File: config.mk
export PLATFORM = sky130hd
export DESIGN_NAME = spi_peripheral
export DESIGN_NICKNAME = d
export VERILOG_FILES = /design/src/rtl/spi_pkg.sv /design/src/rtl/spi_sync_edge.sv /design/src/rtl/spi_peripheral.sv
export SDC_FILE = /design/constraint.sdc
export NUM_CORES = 1
export LEC_CHECK = 0
export ABC_AREA = 1
export BUFFER_PORTS_ARGS = -buffer_cell sky130_fd_sc_hd__buf_2
export CAP_MARGIN = 20
export CORE_ASPECT_RATIO = 0.75
export CORE_MARGIN = 5
export CORE_UTILIZATION = 56
export DETAILED_ROUTE_END_ITERATION = 12
export GPL_ROUTABILITY_DRIVEN = 0
export PLACE_DENSITY = 0.81
export REMOVE_ABC_BUFFERS = 1
export SLEW_MARGIN = 20
export SYNTH_ARGS = -nofsm -noshare
export SYNTH_HDL_FRONTEND = slang
export SYNTH_SLANG_ARGS = --single-unit
File: constraint.sdc
create_clock -name i_clk -period 1.8 [get_ports i_clk]
set_input_delay 0.09 -clock i_clk [delete_from_list [all_inputs] [get_ports i_clk]]
set_output_delay 0.09 -clock i_clk [all_outputs]
set_load 0.01 [all_outputs]
File: src/rtl/spi_pkg.sv
// Shared SPI constants: clock mode encoding and default word parameters.
package spi_pkg;

    // {CPOL, CPHA}
    localparam logic [1:0] SPI_MODE_0        = 2'b00;
    localparam int         DEFAULT_DATAWIDTH = 8;
    localparam logic [7:0] TX_IDLE_DEFAULT   = 8'h00;

endpackage

File: src/rtl/spi_sync_edge.sv
// Two-flop synchronizer for one asynchronous pin, plus a history flop that
// turns level changes into single-cycle rise/fall strobes.
module spi_sync_edge #(
    parameter logic RESET_VAL = 1'b0
) (
    input  logic i_clk,
    input  logic i_reset_n,
    input  logic i_async,
    output logic o_level,
    output logic o_rise,
    output logic o_fall
);

    logic r_meta;
    logic r_sync;
    logic r_hist;

    // Reset to the idle pin level so leaving reset never fakes an edge.
    always_ff @(posedge i_clk or negedge i_reset_n) begin
        if (!i_reset_n) begin
            r_meta <= RESET_VAL;
            r_sync <= RESET_VAL;
            r_hist <= RESET_VAL;
        end else begin
            r_meta <= i_async;
            r_sync <= r_meta;
            r_hist <= r_sync;
        end
    end

    assign o_level = r_sync;
    assign o_rise  = r_sync & ~r_hist;
    assign o_fall  = ~r_sync & r_hist;

endmodule

File: src/rtl/spi_peripheral.sv
// Mode-0 SPI peripheral, oversampled by i_clk: MSB-first RX/TX shift registers
// with a single-entry TX buffer refilled at CS fall and at every word boundary.
module spi_peripheral
    import spi_pkg::*;
#(
    parameter int                   DATAWIDTH = DEFAULT_DATAWIDTH,
    parameter logic [DATAWIDTH-1:0] TX_IDLE   = DATAWIDTH'(TX_IDLE_DEFAULT)
) (
    input  logic                 i_clk,
    input  logic                 i_reset_n,
    input  logic                 i_spi_clk,
    input  logic                 i_spi_cs_n,
    input  logic                 i_spi_mosi,
    output logic                 o_spi_miso,
    output logic                 o_spi_miso_oe,
    output logic [DATAWIDTH-1:0] o_rx_data,
    output logic                 o_rx_valid,
    input  logic [DATAWIDTH-1:0] i_tx_data,
    input  logic                 i_tx_valid,
    output logic                 o_tx_ready,
    output logic                 o_tx_underrun
);

    localparam int          CNT_W    = $clog2(DATAWIDTH + 1);
    localparam logic [CNT_W-1:0] LAST_BIT = CNT_W'(DATAWIDTH - 1);
    localparam logic        CPOL     = SPI_MODE_0[1];
    localparam logic        CPHA     = SPI_MODE_0[0];

    logic w_sclk_level, w_sclk_rise, w_sclk_fall;
    logic w_cs_n_level, w_cs_fall, w_cs_rise;
    logic w_mosi, w_mosi_rise, w_mosi_fall;
    logic w_sample_edge, w_shift_edge;
    logic w_tx_write, w_tx_load;
    logic w_unused_sync;

    logic [CNT_W-1:0]     r_bit_cnt;
    logic [DATAWIDTH-1:0] r_rx_shift;
    logic [DATAWIDTH-1:0] r_rx_data;
    logic                 r_rx_valid;
    logic [DATAWIDTH-1:0] r_tx_shift;
    logic [DATAWIDTH-1:0] r_tx_buf;
    logic                 r_tx_full;
    logic                 r_tx_underrun;
    logic                 r_reload;
    logic                 r_active;

    spi_sync_edge #(.RESET_VAL(1'b0)) u_sync_sclk (
        .i_clk(i_clk), .i_reset_n(i_reset_n), .i_async(i_spi_clk),
        .o_level(w_sclk_level), .o_rise(w_sclk_rise), .o_fall(w_sclk_fall)
    );

    spi_sync_edge #(.RESET_VAL(1'b1)) u_sync_cs (
        .i_clk(i_clk), .i_reset_n(i_reset_n), .i_async(i_spi_cs_n),
        .o_level(w_cs_n_level), .o_rise(w_cs_rise), .o_fall(w_cs_fall)
    );

    spi_sync_edge #(.RESET_VAL(1'b0)) u_sync_mosi (
        .i_clk(i_clk), .i_reset_n(i_reset_n), .i_async(i_spi_mosi),
        .o_level(w_mosi), .o_rise(w_mosi_rise), .o_fall(w_mosi_fall)
    );

    assign w_unused_sync = ^{w_sclk_level, w_cs_n_level, w_mosi_rise, w_mosi_fall};

    // Mode 0: sample on the leading (rising) edge, shift on the trailing one.
    assign w_sample_edge = (CPOL ^ CPHA) ? w_sclk_fall : w_sclk_rise;
    assign w_shift_edge  = (CPOL ^ CPHA) ? w_sclk_rise : w_sclk_fall;

    assign w_tx_write = i_tx_valid & ~r_tx_full;
    assign w_tx_load  = w_cs_fall | (r_active & w_shift_edge & r_reload);

    // TX side: buffer, shift register and underrun flag.
    always_ff @(posedge i_clk or negedge i_reset_n) begin
        if (!i_reset_n) begin
            r_tx_buf      <= '0;
            r_tx_full     <= 1'b0;
            r_tx_shift    <= '0;
            r_tx_underrun <= 1'b0;
        end else begin
            r_tx_underrun <= 1'b0;
            // A write landing with a load keeps the new word for the next load.
            if (w_tx_write) begin
                r_tx_buf  <= i_tx_data;
                r_tx_full <= 1'b1;
            end else if (w_tx_load) begin
                r_tx_full <= 1'b0;
            end
            if (w_tx_load) begin
                r_tx_shift    <= r_tx_full ? r_tx_buf : TX_IDLE;
                r_tx_underrun <= ~r_tx_full;
            end else if (r_active && w_shift_edge) begin
                r_tx_shift <= {r_tx_shift[DATAWIDTH-2:0], 1'b0};
            end
        end
    end

    // RX side and frame control.
    always_ff @(posedge i_clk or negedge i_reset_n) begin
        if (!i_reset_n) begin
            r_active   <= 1'b0;
            r_bit_cnt  <= '0;
            r_reload   <= 1'b0;
            r_rx_shift <= '0;
            r_rx_data  <= '0;
            r_rx_valid <= 1'b0;
        end else begin
            r_rx_valid <= 1'b0;
            if (w_cs_fall) begin
                r_active  <= 1'b1;
                r_bit_cnt <= '0;
                r_reload  <= 1'b0;
            end else if (w_cs_rise) begin
                r_active   <= 1'b0;
                r_bit_cnt  <= '0;
                r_reload   <= 1'b0;
                r_rx_shift <= '0;
            end else if (r_active) begin
                if (w_sample_edge) begin
                    r_rx_shift <= {r_rx_shift[DATAWIDTH-2:0], w_mosi};
                    if (r_bit_cnt == LAST_BIT) begin
                        r_bit_cnt  <= '0;
                        r_rx_data  <= {r_rx_shift[DATAWIDTH-2:0], w_mosi};
                        r_rx_valid <= 1'b1;
                        r_reload   <= 1'b1;
                    end else begin
                        r_bit_cnt <= r_bit_cnt + 1'b1;
                    end
                end else if (w_shift_edge) begin
                    r_reload <= 1'b0;
                end
            end
        end
    end

    assign o_spi_miso    = r_tx_shift[DATAWIDTH-1];
    assign o_spi_miso_oe = r_active;
    assign o_rx_data     = r_rx_data;
    assign o_rx_valid    = r_rx_valid;
    assign o_tx_ready    = ~r_tx_full;
    assign o_tx_underrun = r_tx_underrun;

endmodule

==> results of run 1 <==
-- layout make-up --
| class | instances | area, µm² |
|---|---|---|
| clock buffer | 5 | 68.8 |
| clock inverter | 3 | 90.1 |
| fill | 237 | 1010 |
| inverter | 24 | 90.1 |
| multi-input combinational | 111 | 672 |
| sequential | 48 | 1200 |
| tap | 40 | 50.0 |
| timing repair buffer | 31 | 190 |
-- layer usage --
layer	global-route usage [%]	vias to the layer above	routed length (µm)
met4	5.15	0	37
met1	23.1	658	1660
li1	-	680	-
met2	25.9	24	1620
met3	3.75	4	151
met5	0	-	0
-- flip-flops by register name (all words and copies together), names as in the netlist, 4 cells and up --
signal and flops:
o_rx_data 8, r_bit_cnt 4, r_tx_buf 8, r_rx_shift 7, r_tx_shift 8
-- cell families (layout without fill, tap and decap cells) --
logic type / after synthesis / in the layout
multiplexers: 5 / 5
buffers and inverters: 28 / 63
flip-flops: 48 / 48
adder cells (fa/ha/maj): 5 / 5
XOR/XNOR: 2 / 2
AND/OR/NAND/NOR: 57 / 57
AO/OA/AOI/OAI: 42 / 42
-- cells in the final DEF (no fill, tap or decap), types with 8 or more instances in the layout --
cell type	n
o21ai_1	9
nand3_1	10
inv_1	21
a21oi_1	10
nand2_1	24
buf_2	26
dfrtp_1	45
o21ai_2	8
nor2_1	11
-- where the power goes --
part           switching (W)  internal (W)  total, W
Sequential         0.0000824       0.00123   0.00131
Clock               0.000352      0.000694   0.00105
Combinational       0.000213      0.000150  0.000363
-- worst max path at each step --
stage | slack [ns] | to | depth (start not counted) | start
after floorplan | 0.37 | r_bit_cnt[3] | 7 | u_sync_cs.o_level
after global placement | 0.27 | r_bit_cnt[3] | 7 | u_sync_cs.o_level
after detailed placement | 0.20 | r_bit_cnt[3] | 7 | u_sync_cs.o_level
after CTS | 0.18 | r_bit_cnt[3] | 7 | u_sync_cs.o_level
after global routing | 0.05 | r_bit_cnt[3] | 7 | u_sync_cs.o_level
final | 0.19 | r_bit_cnt[3] | 7 | u_sync_cs.o_level
-- through the flow --
| stage | setup WS, ns | instances | utilization (%) | cell area [µm²] | power [W] |
|---|---|---|---|---|---|
| after floorplan | 0.369 | 183 | - | 1970 | 0.00155 |
| after global placement | 0.273 | 250 | 64.1 | 2170 | 0.00166 |
| final | 0.194 | 262 | 70.0 | 2370 | 0.00272 |
| after CTS | 0.182 | 262 | 70.0 | 2370 | 0.00273 |
| after detailed placement | 0.198 | 250 | 64.1 | 2170 | 0.00168 |
| after global routing | 0.0504 | 262 | 70.0 | 2370 | 0.00284 |
-- critical path: stages, from the launching register on --
cell and delay [ns]:
dfstp_2 0.55, inv_1 0.04, ha_1 0.24, nor2_4 0.18, nand3_2 0.21, inv_2 0.12, nand2_1 0.07, o21ai_1 0.12
==> results.toml, run 1 <==
[synthesis]
synth.largest_area_cell = "dfrtp_1"
netlist_area_um2 = 2010
synth_top_area_share_pct = 56.1
synth_compound_area_share_pct = 12.6
synthArstFlopShare_pct = 100
ys_seq_area_share_pct = 60.0
synth_edf_count = 0
synthDistinctLibCells = 25
ys.flop_type = "dfrtp_1"
syn_inst = 187
synthTopCellsByArea = "dfrtp_1, nand2_1, dfstp_2, inv_1, o21ai_2"
synthAdderAreaFrac_pct = 3.12
synthMuxAreaShare_pct = 2.80
yosys-top-cells-count = "dfrtp_1, nand2_1, inv_1"
ys_ff_latch = 48
synth-simple-area-share_pct = 14.1
synth_xor_xnor_area_share_pct = 0.872
synth.avg_cell_area_um2 = 10.7
synth_top_family_by_area = "simple AND/OR/NAND/NOR gates"
yosysMostFrequentCell = "dfrtp_1"
ys_warn_count = 0

[drt]
viasPerCell = 5.21
vias = 1366
ant_nets = 0
drcViolationCount = 0
wirelength_mm = 3.46
post_drt_wl_per_cell_um = 13.2
drtIter0Drc = 92
drtPass1Iterations = 4

[worst_setup_path]
crit_required_ns = 2.03
crit_path_start_kind = "flop"
r2r_setup_slack_ns = 0.19
r2r_start = "u_sync_cs.o_level"
cp_max_fo = 9
crit-reg2reg-capture = "r_bit_cnt[3]"
cp.arrival_ns = 1.84
worstSetupPathType = "flop to flop"
crit_path_end_kind = "flop"
reg2reg_depth = 7

[floorplanning]
dieArea_um2 = 4900
rows = 18
core_area_um2 = 3380
start_util_pct = 59.4
die_w_um = 79.1
fp.dieH_um = 61.9
ios = 27

[timing]
clock.fmax_ghz = 0.623
holdWs_ns = 0.000517
rsz0062_at_grt = "no"
setup_viol = 0
fin_setup_tns_ns = 0
fin_crit_sh_pct = 89.2
finalHoldViolations = 0
fin_skew_ns = 0.00561
final.min_clock_period_ns = 1.61
relSlewSlack_pct = 60.7
worstMarginPinSlew_ns = 0.589
finalMaxSlewViolations = 0

[grt]
grt_pass1_wl_mm = 6.16
antenna_found_initial = 0
grt_pass1_vias = 1347
groute.usage.overall_pct = 16.4
grt_max_degree = 28
gr-total-overflow = 0

[hold_path]
min_delay_path_depth = 2
hold_path_end = "r_tx_buf[2]"
hp-start = "i_tx_data[2]"
min_path_type = "input port to flop"

[run_status]
status = "complete, no violations"

[cts]
clock_latency_ns = 0.30
cts_setup_buffers = 0
cts.sinks = 48
cts-hold-fix-buffers = 4
clockRootBuffer = "clkbuf_8"
cts_tree = "built"
clk_path_buf_depth = 2
cts_buffers = 5
cts.reportedPaths.clkPinSlew_ns = 0.09
cts_repair_resize_count = 0
cts_htree_levels = 2

[pwr]
peakVddDrop_uv = 1080
power.density_nw_per_um2 = 1150
p_leak_nw = 1.16

[finish]
syn2layout_area_growth_pct = 17.8
drive_above_1_share_pct = 28.4
n_antenna_cell = 0
fin_nets = 240

[placement]
io_buffers = 26
dpl.hpwl_mm = 2.43

[run]
maxCapViolations = 0
(Power assumes the default switching activity.)
==> inputs of run 2 (changes only) <==
- PLACE_DENSITY: 0.81 -> default
- PLACE_DENSITY_LB_ADDON: default -> 0.15
==> results.toml, run 2 (synthesized netlist as in run 1, its figures left out) <==
[finish]
syn2layout_area_growth_pct = 16.5
n_fill_cell = 274
final_util_pct = 69.3
layout_common_cells = "dfrtp_1, buf_2, nand2_1, inv_1, nor2_1"
n_antenna_cell = 0
layout_commonest_cell = "dfrtp_1"
drive_above_1_share_pct = 28.0
fin_nets = 243
instances_no_fill = 265

[worst_setup_path]
crit_path_end_kind = "flop"
critPathTopFamily = "flip-flops"
crit_buf_inv = 2
crit_chain = "inv_1, ha_1, nor2_4, nand3_2, inv_2, nand2_1, o21ai_1"
cp_max_fo = 9
slowest_stage = "dfstp_2"
cp.arrival_ns = 1.86
critPathMaxStageDelay_ns = 0.55
crit_path_start_kind = "flop"
worstSetupPathType = "flop to flop"
crit_required_ns = 2.02

[pwr]
intPower_w = 0.00180
p_leak_nw = 1.14
clock_power_share_pct = 32.2
power.density_nw_per_um2 = 1050
p_seq_share_pct = 53.4
peakVddDrop_uv = 764
switchingPower_w = 0.000661
power_switching_share_pct = 26.9
comb_power_share_pct = 14.3

[timing]
fin_setup_tns_ns = 0
holdWs_ns = 0.0204
finalMaxSlewViolations = 0
setup_viol = 0
finalHoldViolations = 0
final.min_clock_period_ns = 1.64
rsz0062_at_grt = "no"
clock.fmax_ghz = 0.611
fin_crit_sh_pct = 90.9
fin_skew_ns = 0.00959
worstMarginPinSlew_ns = 0.579
relSlewSlack_pct = 61.4

[grt]
groute.usage.overall_pct = 16.9
gr-total-overflow = 0
grt_pass1_vias = 1358
antenna_found_initial = 0
grt_pass1_wl_mm = 6.21
grt_max_degree = 49

[drt]
drtIter0Drc = 67
drcViolationCount = 0
vias = 1360
drtPass1Iterations = 4
wirelength_mm = 3.58
post_drt_wl_per_cell_um = 13.5
ant_nets = 0
viasPerCell = 5.13

[cts]
cts_htree_levels = 2
cts.sinks = 48
cts_repair_resize_count = 0
clockRootBuffer = "clkbuf_8"
cts.reportedPaths.clkPinSlew_ns = 0.10
clk_path_buf_depth = 2
clock_latency_ns = 0.31
cts_tree = "built"
cts_buffers = 5

[run]
maxCapViolations = 0

[floorplanning]
die_w_um = 79.1
core_area_um2 = 3380
dieArea_um2 = 4900
fp.dieH_um = 61.9
ios = 27
rows = 18
start_util_pct = 59.4

[placement]
dpl.hpwl_mm = 2.51
io_buffers = 26
dp_cells = 250

[hold_path]
min_path_type = "input port to flop"

[run_status]
status = "complete, no violations"
==> run 2: cell types whose count changed in the layout (fill, tap and decap cells not counted) <==
cell	before	now
inv_6	0	1
bufinv_16	3	1
buf_12	1	0
clkinvlp_4	0	1
dlygate4sd3_1	4	7
buf_4	0	1
==> run 2: power groups by stage <==
stage | clock [W] | combinational [W] | sequential (W)
floorplan | 0 | 0.000236 | 0.00131
global placement | 0 | 0.000329 | 0.00132
detailed placement | 0 | 0.000344 | 0.00133
CTS | 0.000810 | 0.000358 | 0.00131
global route | 0.000870 | 0.000408 | 0.00133
finish | 0.000791 | 0.000352 | 0.00131
==> run 2: area by class of cell <==
type                            count  area (µm²)  area share [%]
Clock inverter                      3        46.3            1.98
Inverter                           24        90.1            3.85
Clock buffer                        5        68.8            2.94
Tap cell                           40        50.0            2.14
Timing Repair Buffer               34         208            8.88
Multi-Input combinational cell    111         672            28.7
Sequential cell                    48        1200            51.5
==> run 2: final timing paths <==
kind                       slack (ns)  depth (start not counted)                from             endpoint
max in group asynchronous        1.01                          3           i_reset_n        r_tx_shift[6]
min in group asynchronous        0.40                          3           i_reset_n        o_tx_underrun
min reg2reg                      0.36                          0  u_sync_mosi.r_meta  u_sync_mosi.o_level
max reg2reg                      0.16                          7   u_sync_cs.o_level         r_bit_cnt[3]
min                              0.02                          2        i_tx_data[0]          r_tx_buf[0]
max                              0.16                          7   u_sync_cs.o_level         r_bit_cnt[3]
==> run 2: what timing repair did <==
action,4_1_cts,5_1_grt
hold buffers,7,0
hold endpoints to repair,51,0
buffers inserted,0,0
==> run 2: routing by layer <==
layer,global-route usage [%],vias up,wire length [µm]
li1,-,683,-
met3,5.19,5,133
met2,28.1,25,1670
met4,5.15,0,33
met5,0,-,0
met1,21.9,647,1750
==> run 2: through the flow <==
| stage | cell area [µm²] | setup slack (ns) | total power, W |
|---|---|---|---|
| floorplan | 1970 | 0.369 | 0.00155 |
| global placement | 2150 | 0.287 | 0.00165 |
| detailed placement | 2150 | 0.191 | 0.00168 |
| CTS | 2340 | 0.157 | 0.00248 |
| global route | 2340 | 0.0340 | 0.00261 |
| finish | 2340 | 0.164 | 0.00246 |
==> inputs of run 3 (changes only) <==
- CORE_MARGIN: 5 -> 2
==> results.toml, run 3 (synthesized netlist as in run 1, its figures left out) <==
[timing]
finalMaxSlewViolations = 0
fin_crit_sh_pct = 91.5
final.min_clock_period_ns = 1.65
relSlewSlack_pct = 61.8
setup_viol = 0
finalHoldViolations = 0
worstMarginPinSlew_ns = 0.573
fin_setup_tns_ns = 0
rsz0062_at_grt = "no"
clock.fmax_ghz = 0.607
fin_skew_ns = 0.00414

[floorplanning]
core_area_um2 = 3360
fp.dieH_um = 55.9
start_util_pct = 59.8
rows = 18
ios = 27
die_w_um = 73.1
dieArea_um2 = 4090

[pwr]
peakVddDrop_uv = 664
power.density_nw_per_um2 = 1020
power_w = 0.00236
p_leak_nw = 1.14

[worst_setup_path]
cp_max_fo = 9
crit_required_ns = 2.02
crit_path_end_kind = "flop"
crit_path_start_kind = "flop"
worstSetupPathType = "flop to flop"
cp.arrival_ns = 1.87

[cts]
clockRootBuffer = "clkbuf_8"
cts_tree = "built"
cts.reportedPaths.clkPinSlew_ns = 0.09
clk_path_buf_depth = 2
cts_buffers = 5
cts.sinks = 48
clock_latency_ns = 0.30
cts_setup_buffers = 0
cts_htree_levels = 2

[drt]
viasPerCell = 5.14
wirelength_mm = 3.46
vias = 1356
ant_nets = 0
drcViolationCount = 0
drtIter0Drc = 110
drtPass1Iterations = 4
post_drt_wl_per_cell_um = 13.1

[placement]
io_buffers = 26
dpl.hpwl_mm = 2.36

[grt]
grt_max_degree = 49
grt_pass1_vias = 1339
groute.usage.overall_pct = 20.2
gr-total-overflow = 0
grt_pass1_wl_mm = 6.21
antenna_found_initial = 0

[finish]
n_antenna_cell = 0
layout_commonest_cell = "dfrtp_1"
fin_nets = 242
syn2layout_area_growth_pct = 15.1
layout_common_cells = "dfrtp_1, buf_2, nand2_1, inv_1, nor2_1"
drive_above_1_share_pct = 28.1
n_fill_cell = 277

[run]
maxCapViolations = 0

[hold_path]
min_path_type = "input port to flop"

[run_status]
status = "complete, no violations"
run 3: changes by cell type in the layout (fill, tap and decap cells not counted):
cell           before  now
bufinv_16           1    0
clkinvlp_4          1    0
dlygate4sd3_1       7    6
clkinv_2            0    1
clkbuf_8            5    6
run 3: what timing repair did:
action,4_1_cts,5_1_grt
resized for setup,0,0
hold endpoints to repair,50,0
hold buffers,6,0
run 3: stage by stage:
stage	instances	instance area (µm²)	setup WS (ns)	utilization, %	hold WS (ns)
5_1_grt	264	2310	0.00302	68.9	0.000219
3_5_place_dp	250	2150	0.150	64.2	0.197
6_report	264	2310	0.152	68.9	0.0165
3_3_place_gp	250	2150	0.277	64.2	0.198
2_1_floorplan	183	1970	0.369	-	-0.206
4_1_cts	264	2310	0.126	68.9	0.00854
run 3: power breakdown:
part | internal, W | switching (W)
registers | 0.00123 | 0.0000876
logic | 0.000150 | 0.000210
clock network | 0.000315 | 0.000369
run 3: path summary, 6_finish.rpt:
path                                    start                  end  slack (ns)  cells past startpoint
max                         u_sync_cs.o_level         r_bit_cnt[0]        0.15                      7
min reg2reg                u_sync_mosi.r_meta  u_sync_mosi.o_level        0.35                      0
max reg2reg                 u_sync_cs.o_level         r_bit_cnt[0]        0.15                      7
min in group asynchronous           i_reset_n        o_spi_miso_oe        0.40                      3
max in group asynchronous           i_reset_n     u_sync_cs.r_hist        1.01                      3
min                              i_tx_data[7]          r_tx_buf[7]        0.02                      2
run 3: critical path, stage by stage, from the launching register on:
cell and delay, ns:
dfstp_2 0.55, inv_1 0.04, ha_1 0.24, nor2_4 0.19
nand3_2 0.20, inv_2 0.11, nand2_1 0.08, o21ai_1 0.14
run 3: layout make-up:
| type | instances | area, µm² | share of cell area (%) |
|---|---|---|---|
| sequential | 48 | 1200 | 52.1 |
| multi-input combinational | 111 | 672 | 29.1 |
| timing repair buffer | 33 | 198 | 8.55 |
| inverter | 24 | 90.1 | 3.90 |
| clock buffer | 6 | 82.6 | 3.57 |
| tap | 40 | 50.0 | 2.17 |
| clock inverter | 2 | 13.8 | 0.596 |
run 3: per-layer routing:
layer | up-vias | track usage (%) | wire length, µm
met3 | 4 | 7.61 | 148
li1 | 681 | - | -
met2 | 34 | 28.6 | 1550
met5 | - | 0 | 0
met1 | 637 | 30.0 | 1730
met4 | 0 | 3.97 | 29
